$ cat src/rtl/run_det_pkg.sv
// Shared types and helpers for the run-length detector: state encoding,
// default parameter values and a saturating increment.
package run_det_pkg;

    typedef enum logic [1:0] {
        IDLE   = 2'd0,
        COUNT  = 2'd1,
        DETECT = 2'd2
    } run_state_e;

    localparam int   DEF_CNT_W  = 4;
    localparam int   DEF_HIT_W  = 8;
    localparam logic DEF_MATCH  = 1'b1;
    localparam int   DEF_RETRIG = 0;

    // Increment v by one, holding at max once reached.
    function automatic int unsigned sat_inc(input int unsigned v, input int unsigned max);
        return (v >= max) ? max : v + 1;
    endfunction

endpackage

$ cat src/rtl/sat_counter.sv
// Saturating event counter with synchronous clear; a clear that coincides
// with an increment leaves the count at 1 so that event is not lost.
module sat_counter
    import run_det_pkg::*;
#(
    parameter int W = DEF_HIT_W
) (
    input  logic         clk,
    input  logic         rst,
    input  logic         clr,
    input  logic         inc,
    output logic [W-1:0] q
);

    localparam int unsigned Q_MAX = (1 << W) - 1;

    always_ff @(posedge clk) begin
        if (rst) begin
            q <= '0;
        end else if (clr) begin
            q <= inc ? W'(1) : '0;
        end else if (inc) begin
            q <= W'(sat_inc(32'(q), Q_MAX));
        end
    end

endmodule

$ cat src/rtl/run_detector.sv
// Counts consecutive samples of x equal to MATCH and flags runs of at least
// len samples, with an optional non-overlapping (retrigger) mode.
module run_detector
    import run_det_pkg::*;
#(
    parameter int   CNT_W  = DEF_CNT_W,
    parameter int   HIT_W  = DEF_HIT_W,
    parameter logic MATCH  = DEF_MATCH,
    parameter int   RETRIG = DEF_RETRIG
) (
    input  logic             clk,
    input  logic             rst,
    input  logic             en,
    input  logic             x,
    input  logic [CNT_W-1:0] len,
    input  logic             clr_hits,
    output logic             y,
    output logic             y_early,
    output logic             hit,
    output logic [CNT_W-1:0] run,
    output logic [HIT_W-1:0] hits,
    output run_state_e       dbg_state
);

    localparam int unsigned RUN_MAX = (1 << CNT_W) - 1;

    // en is a plain sample qualifier, not a handshake: a sample is consumed on
    // every rising edge where en=1, and nothing in the block ever stalls it.

    run_state_e       state;
    run_state_e       state_n;
    logic [CNT_W-1:0] run_n;
    logic             det_n;
    logic             restart;
    logic             hit_n;

    always_comb begin
        run_n   = run;
        restart = 1'b0;
        if (en) begin
            if (x != MATCH) begin
                run_n = '0;
            end else if ((RETRIG != 0) && (state == DETECT)) begin
                run_n   = CNT_W'(1);
                restart = 1'b1;
            end else begin
                run_n = CNT_W'(sat_inc(32'(run), RUN_MAX));
            end
        end

        det_n = (len != '0) && (run_n >= len);
        // A restart only re-detects when len=1; otherwise only DETECT entry pulses.
        hit_n = en && det_n && ((state != DETECT) || restart);

        if (run_n == '0) begin
            state_n = IDLE;
        end else if (det_n) begin
            state_n = DETECT;
        end else begin
            state_n = COUNT;
        end
    end

    always_ff @(posedge clk) begin
        if (rst) begin
            state <= IDLE;
            run   <= '0;
            y     <= 1'b0;
            hit   <= 1'b0;
        end else if (en) begin
            state <= state_n;
            run   <= run_n;
            y     <= det_n;
            hit   <= hit_n;
        end else begin
            hit <= 1'b0;
        end
    end

    assign y_early   = en && (x == MATCH) && det_n;
    assign dbg_state = state;

    sat_counter #(
        .W(HIT_W)
    ) u_hits (
        .clk(clk),
        .rst(rst),
        .clr(clr_hits && en),
        .inc(hit_n),
        .q  (hits)
    );

endmodule
$ cat config.mk
export PLATFORM = sky130hd
export DESIGN_NAME = run_detector
export DESIGN_NICKNAME = d
export VERILOG_FILES = /design/src/rtl/run_det_pkg.sv /design/src/rtl/sat_counter.sv /design/src/rtl/run_detector.sv
export SDC_FILE = /design/constraint.sdc
export NUM_CORES = 1
export LEC_CHECK = 0
export ABC_AREA = 1
export CAP_MARGIN = 25
export CORE_ASPECT_RATIO = 0.9
export CORE_UTILIZATION = 28
export CTS_BUF_LIST = sky130_fd_sc_hd__clkbuf_8
export CTS_CLUSTER_DIAMETER = 50
export DETAILED_ROUTE_END_ITERATION = 10
export GPL_ROUTABILITY_DRIVEN = 0
export PLACE_DENSITY = 0.5
export SETUP_SLACK_MARGIN = 0.4
export SYNTH_ARGS = -nofsm -noshare
export SYNTH_HDL_FRONTEND = slang
export SYNTH_SLANG_ARGS = --single-unit
$ cat constraint.sdc
create_clock -name clk -period 2.5 [get_ports clk]
set_input_delay 0.375 -clock clk [delete_from_list [all_inputs] [get_ports clk]]
set_output_delay 0.375 -clock clk [all_outputs]
set_load 0.01 [all_outputs]
# Yosys cells after proc, flatten, opt, wreduce, memory -nomap -nowiden

Index checks and enable logic that the tools add are counted.

Register bits: 16
Bits in latches: 0
RAM bits: 0
ROM bits: 0
Input bits: 9
Output and inout port bits: 17
Logic and storage cells: 31
Memories: 0

$add $sub $neg: 2
$mul: 0
Divide/modulo/power cells: 0
Order comparisons: 3
Eq/ne operators: 1
Shift operators: 0
Mux-type cells: 9
Bitwise logic cells: 1
Reduce and logical (&&, ||, !) cells: 10

Operators with widths:

| operator              | number |
|---|---|
| $mux W8               | 3 |
| $mux W4               | 3 |
| $add A8 B1 Y8 const B | 1 |
| $ge A8 B8 Y1 const B  | 1 |
| $logic_and A1 B1 Y1   | 6 |
| $add A4 B1 Y4 const B | 1 |
| $ge A4 B4 Y1          | 1 |
| $ge A4 B4 Y1 const B  | 1 |
| $logic_not A4 Y1      | 1 |
| $mux W2               | 2 |
| $reduce_bool A4 Y1    | 1 |
| $ne A2 B2 Y1 const B  | 1 |
| $reduce_bool A2 Y1    | 1 |
| $reduce_or A2 Y1      | 1 |
| $mux W1               | 1 |
| $not A1 Y1            | 1 |

# Longest topological paths before layout

Depth in word-level cells: 10
Depth in mapped cells: 18
Depth with buffers taken out: 17

# Cells and area by module

A second synthesis with hierarchy kept.

Cells, all modules: 160
Area, all modules: 1,049.8 µm²

By module, submodules not included:

| module       | instances | cells an instance | area an instance (µm²) | seq. area each (µm²) |
|---|---|---|---|---|
| run_detector | 1         | 82                | 533.0                  | 160.2 |
| sat_counter  | 1         | 78                | 516.7                  | 160.2 |

# Worst setup path before layout

No wires, ideal clock.

Path type: register -> output
From: reg run[0]
To: out y_early
Arrival time: 1,706 ps
Data required time: 2,125 ps
Path slack: 419 ps
Cell stages (with the launch flop): 12
Buffers on the path: 0
Path through: dfxtp_1 ha_1 nand3_1 nand2_1 nand2_1 o21ai_0 inv_1 ha_1 nand4_1 nand3_2 nand2_1 nor2_1

Longest elaborated chain between the ends: 7
Elaborated cells on any way between the ends: 8
Those cells by class: add/sub (1); order compare (2); mux (3); reduce/logical (2)

RTL lines:

| item                                                 | RTL line           | RTL |
|---|---|---|
| from (decl)                                          | run_detector.sv:20 | `output logic [CNT_W-1:0] run,` |
| from (signal assigned)                               | run_detector.sv:72 | `run <= run_n;` |
| $add A4 B1 Y4 / $ge A4 B4 Y1 (equally long branches) | run_det_pkg.sv:18  | `return (v >= max) ? max : v + 1;` |
| $mux W4                                              | run_det_pkg.sv:18  |  |
| $mux W4                                              | run_detector.sv:41 | `if (x != MATCH) begin` |
| $mux W4 (*)                                          | run_detector.sv:40 | `if (en) begin` |
| $ge A4 B4 Y1 (*)                                     | run_detector.sv:51 | `det_n = (len != '0) && (run_n >= len);` |
| $logic_and A1 B1 Y1 (*)                              | run_detector.sv:51 |  |
| $logic_and A1 B1 Y1 (*)                              | run_detector.sv:80 | `assign y_early = en && (x == MATCH) && det_n;` |
| to (decl)                                            | run_detector.sv:18 | `output logic y_early,` |

Every way passes the cells marked *; elsewhere a longest branch is shown, timed or not.

# Worst setup path after layout

From: reg run[0]
To: reg run[3]

Longest elaborated chain between the ends: 4
Elaborated cells on any way between the ends: 5
Those cells by class: add/sub (1); order compare (1); mux (3)

RTL lines:

| item                                                 | RTL line |
|---|---|
| $add A4 B1 Y4 / $ge A4 B4 Y1 (equally long branches) | run_det_pkg.sv:18 |
| $mux W4 (*)                                          | run_det_pkg.sv:18 |
| $mux W4 (*)                                          | run_detector.sv:41 |
| $mux W4 (*)                                          | run_detector.sv:40 |

Marks and branches as above.
A chain may end at the register's enable or synchronous reset.

==> metrics.md <==
| Metric | Value |
|---|---|
| Pwr Total | 0.600 mW |
| Hold Fails Final Rpt | 0 |
| Residual antenna-violating net count after detailed routing | 0 |
| List of most frequent post-synthesis cells | 48 x sky130_fd_sc_hd__nand2_1, 25 x sky130_fd_sc_hd__inv_1, 19 x sky130_fd_sc_hd__nor2_1 |
| Maximum number of pins on one net before global-route repair | 10 |
| Gate count after technology mapping | 160 |
| Worst Hold Class | flop to flop |
| Clock root buffer | sky130_fd_sc_hd__clkbuf_8 |
| Lkg Pwr | 0.800 nW |
| Min Clock Period, post-route | 2.29 ns |
| Actual transition at the worst max-transition pin | 0.251 ns |
| IO Pins | 26 |
| Die Footprint | 3890 µm² |
| Vias/cell | 4.51 |
| Post-route fraction of the period consumed by the critical path | 0.916 |
| Top cell type by total area after synthesis | sky130_fd_sc_hd__dfxtp_1 |
| # placed instances | 243 |
| Yosys top cell area share | 0.314 |
| Cell-by-cell trace of the critical path | buf_6 -> nand3_2 -> nand2_1 -> nand3_2 -> buf_4 -> buf_4 -> buf_4 -> buf_4 -> buf_4 -> buf_4 -> buf_4 -> buf_4 -> buf_4 -> buf_4 -> buf_4 -> a21oi_2 |
| Clock latency of the later-clocked register in the worst-skew pair | 0.25 ns |
| Number of violations of the max-capacitance limit | 0 |
| Type of the worst setup path | flop to flop |
| Switching Share | 0.261 |
| Result of the run | finished, final reports clean |
| Area of the multi-input gates | 741 µm² |
| CTS H-tree depth | 1 |
| First-pass GRT wire length | 4900 µm |
| Core Area | 3430 µm² |
| Total overflow reported by the global router | 0 |
| Final core utilization | 0.532 |
| Comb pwr share | 0.236 |
| Part of the power in the clock network | 0.314 |
| Maximum number of buffers from clock root to sink | 2 |
| Sink Count | 16 |
| Vias in the first global route | 1,166 |
| Number of fill cells in the layout | 325 |
| Final setup fails | 0 |
| Arr. time, crit path | 2.46 ns |
| Die H | 59.3 µm |
| Post-cts hold buffer count | 0 |
| Initial Util | 0.297 |
| Ratio of cells with drive above 1 in the final layout | 0.377 |
| VDD IR max | 0.199 mV |
| Count of vias placed by the detailed router | 1,203 |
| Non-filler cells in the finished layout | 267 |
| Crit path top cell by count | sky130_fd_sc_hd__buf_4 |
| TritonCTS clock tree | built |
| Number of pins with negative max-slew slack in the final report | 0 |
| Number of CTS-inserted buffers | 3 |
| CP max stage delay | 0.37 ns |
| Number of nets in the layout | 240 |
| Clock-pin slew of the registers on the worst-case setup and hold paths | 0.06 ns |
| Synthesized area per cell | 6.37 µm² |
| Net Count, Synth | 175 |
| Number of violations reported at the end of detailed-routing iteration 0 | 42 |
| Number of core rows | 20 |
| Post-layout worst setup margin | 0.209 ns |
| Library cell with the highest instance count after synthesis | sky130_fd_sc_hd__nand2_1 |
| Diodes inserted | 0 |
| Share of flip-flops with an asynchronous set or reset | 0 |
| Setup crit start kind | flop |
| Cell Int Power | 0.444 mW |
| Quantity of I/O buffers inserted on ports | 25 |
| Proportion of synthesized chip area in sequential cells | 0.314 |
| Chip width | 65.6 µm |
| Areal power density over the cells | 329 nW/µm² |
| Unrepaired setup endpoints after global routing | true |
| Detailed-route wire length per cell | 10.9 µm |
| Power share of the sequential group | 0.450 |
| Overall fraction of global-route tracks in use | 0.165 |
| Dpl ws | -0.391 ns |
| Upper clock frequency limit | 0.437 GHz |
| Pre-Repair DR Iteration Count | 4 |
| Predominant post-synthesis flop cell | sky130_fd_sc_hd__dfxtp_1 |
| Switching component of the power | 0.156 mW |
| HPWL Detailed | 2000 µm |
| Worst-path fanout max | 3 |
| Mapped Area | 1020 µm² |
| Worst Path Required | 2.67 ns |
| Sequential cell area | 330 µm² |
| Critical-path cell with the highest stage delay | sky130_fd_sc_hd__dfxtp_4 |
| Initial antenna violation count | 0 |
| Worst Setup End Kind | flop |
| Remaining routing DRC violations | 0 |
| Synthesized flop and latch total | 16 |
| P&R area growth vs syn | 79.0% |
| Worst clock skew | 0.00374 ns |
| Number of distinct library cells after synthesis | 22 |
| Warnings, synthesis | 0 |
| Final wirelength | 2910 µm |
| Number of synthesized flops with an enable pin | 0 |
| Area contributors post-synth | sky130_fd_sc_hd__dfxtp_1 31%, sky130_fd_sc_hd__nand2_1 18%, sky130_fd_sc_hd__inv_1 9.2%, sky130_fd_sc_hd__ha_1 7.4%, sky130_fd_sc_hd__nor2_1 7.0% |
| Max_slew headroom | 0.833 |
metal layers:
metal / vias to the layer above / share of wire / global-route usage
met1: 559 / 0.47 / 0.210
met3: 2 / 0.020 / 0.0288
met2: 13 / 0.50 / 0.295
met4: 0 / 0.0065 / 0.0280
li1: 629 / - / -
met5: - / 0 / 0
kinds of logic after synthesis:
kind of cell,after synthesis,share of synthesized area
buffers and inverters,28,0.110
AND/OR/NAND/NOR,90,0.387
adder cells (fa/ha/maj),6,0.0736
flip-flops,16,0.314
AO/OA/AOI/OAI,19,0.107
XOR/XNOR,1,0.00859
placed cells by master (no fill, tap or decap), types with 5 or more instances in the layout:
cell                              netlist  layout
sky130_fd_sc_hd__a21oi_1               11       9
sky130_fd_sc_hd__buf_4                  0      30
sky130_fd_sc_hd__buf_6                  1       6
sky130_fd_sc_hd__clkdlybuf4s50_1        0      22
sky130_fd_sc_hd__dfxtp_1               16      12
sky130_fd_sc_hd__ha_4                   0       5
sky130_fd_sc_hd__inv_1                 25      22
sky130_fd_sc_hd__nand2_1               48      38
sky130_fd_sc_hd__nand2_2                3      11
sky130_fd_sc_hd__nand3_1               12       8
sky130_fd_sc_hd__nand3_2                2       5
sky130_fd_sc_hd__nor2_1                19      17
power groups by stage:
stage / logic [mW] / clock network [mW] / registers, mW
floorplan: 0.0490 / 0 / 0.279
global placement: 0.106 / 0 / 0.276
detailed placement: 0.106 / 0 / 0.276
CTS: 0.124 / 0.196 / 0.271
global route: 0.157 / 0.210 / 0.271
finish: 0.141 / 0.188 / 0.270
final timing paths:
check | slack, ns | to | cells past startpoint | from
min | 0.49 | dbg_state[0] | 2 | dbg_state[0]
min reg2reg | 0.49 | dbg_state[0] | 2 | dbg_state[0]
max reg2reg | 0.21 | run[3] | 16 | run[0]
max | 0.21 | run[3] | 16 | run[0]
stage by stage:
step	hold WS (ns)	instance area (µm²)	TNS (ns)
after CTS	0.489	1710	0
final	0.493	1830	0
after detailed placement	0.474	1430	-0.650
after global routing	0.521	1830	0
after floorplan	0.500	1020	0
after global placement	0.471	1430	-0.368
flip-flops by register name, summed over array words and instances (netlist names):
register   flops
y              1
dbg_state      2
run            4
hit            1
u_hits.q       8
worst max-delay path: cells and delay by family (launching register included):
kind / cells / cell delay [ns]
flip-flops: 1 / 0.37
buffers and inverters: 12 / 1.45
AO/OA/AOI/OAI: 1 / 0.11
AND/OR/NAND/NOR: 3 / 0.30
repair_timing:
item                       in CTS  in global routing
setup endpoints to repair      11                 12
pin swaps                      13                 15
gates resized for setup        32                 23
buffers inserted               17                  4
cell type report:
type | instances | share of cell area
multi-input cells | 116 | 0.406
inverters | 26 | 0.0562
well taps | 44 | 0.0302
flip-flops and latches | 16 | 0.181
clock buffers | 3 | 0.0226
repair buffers | 62 | 0.304
Note: power is estimated with default switching activity, not from simulation.
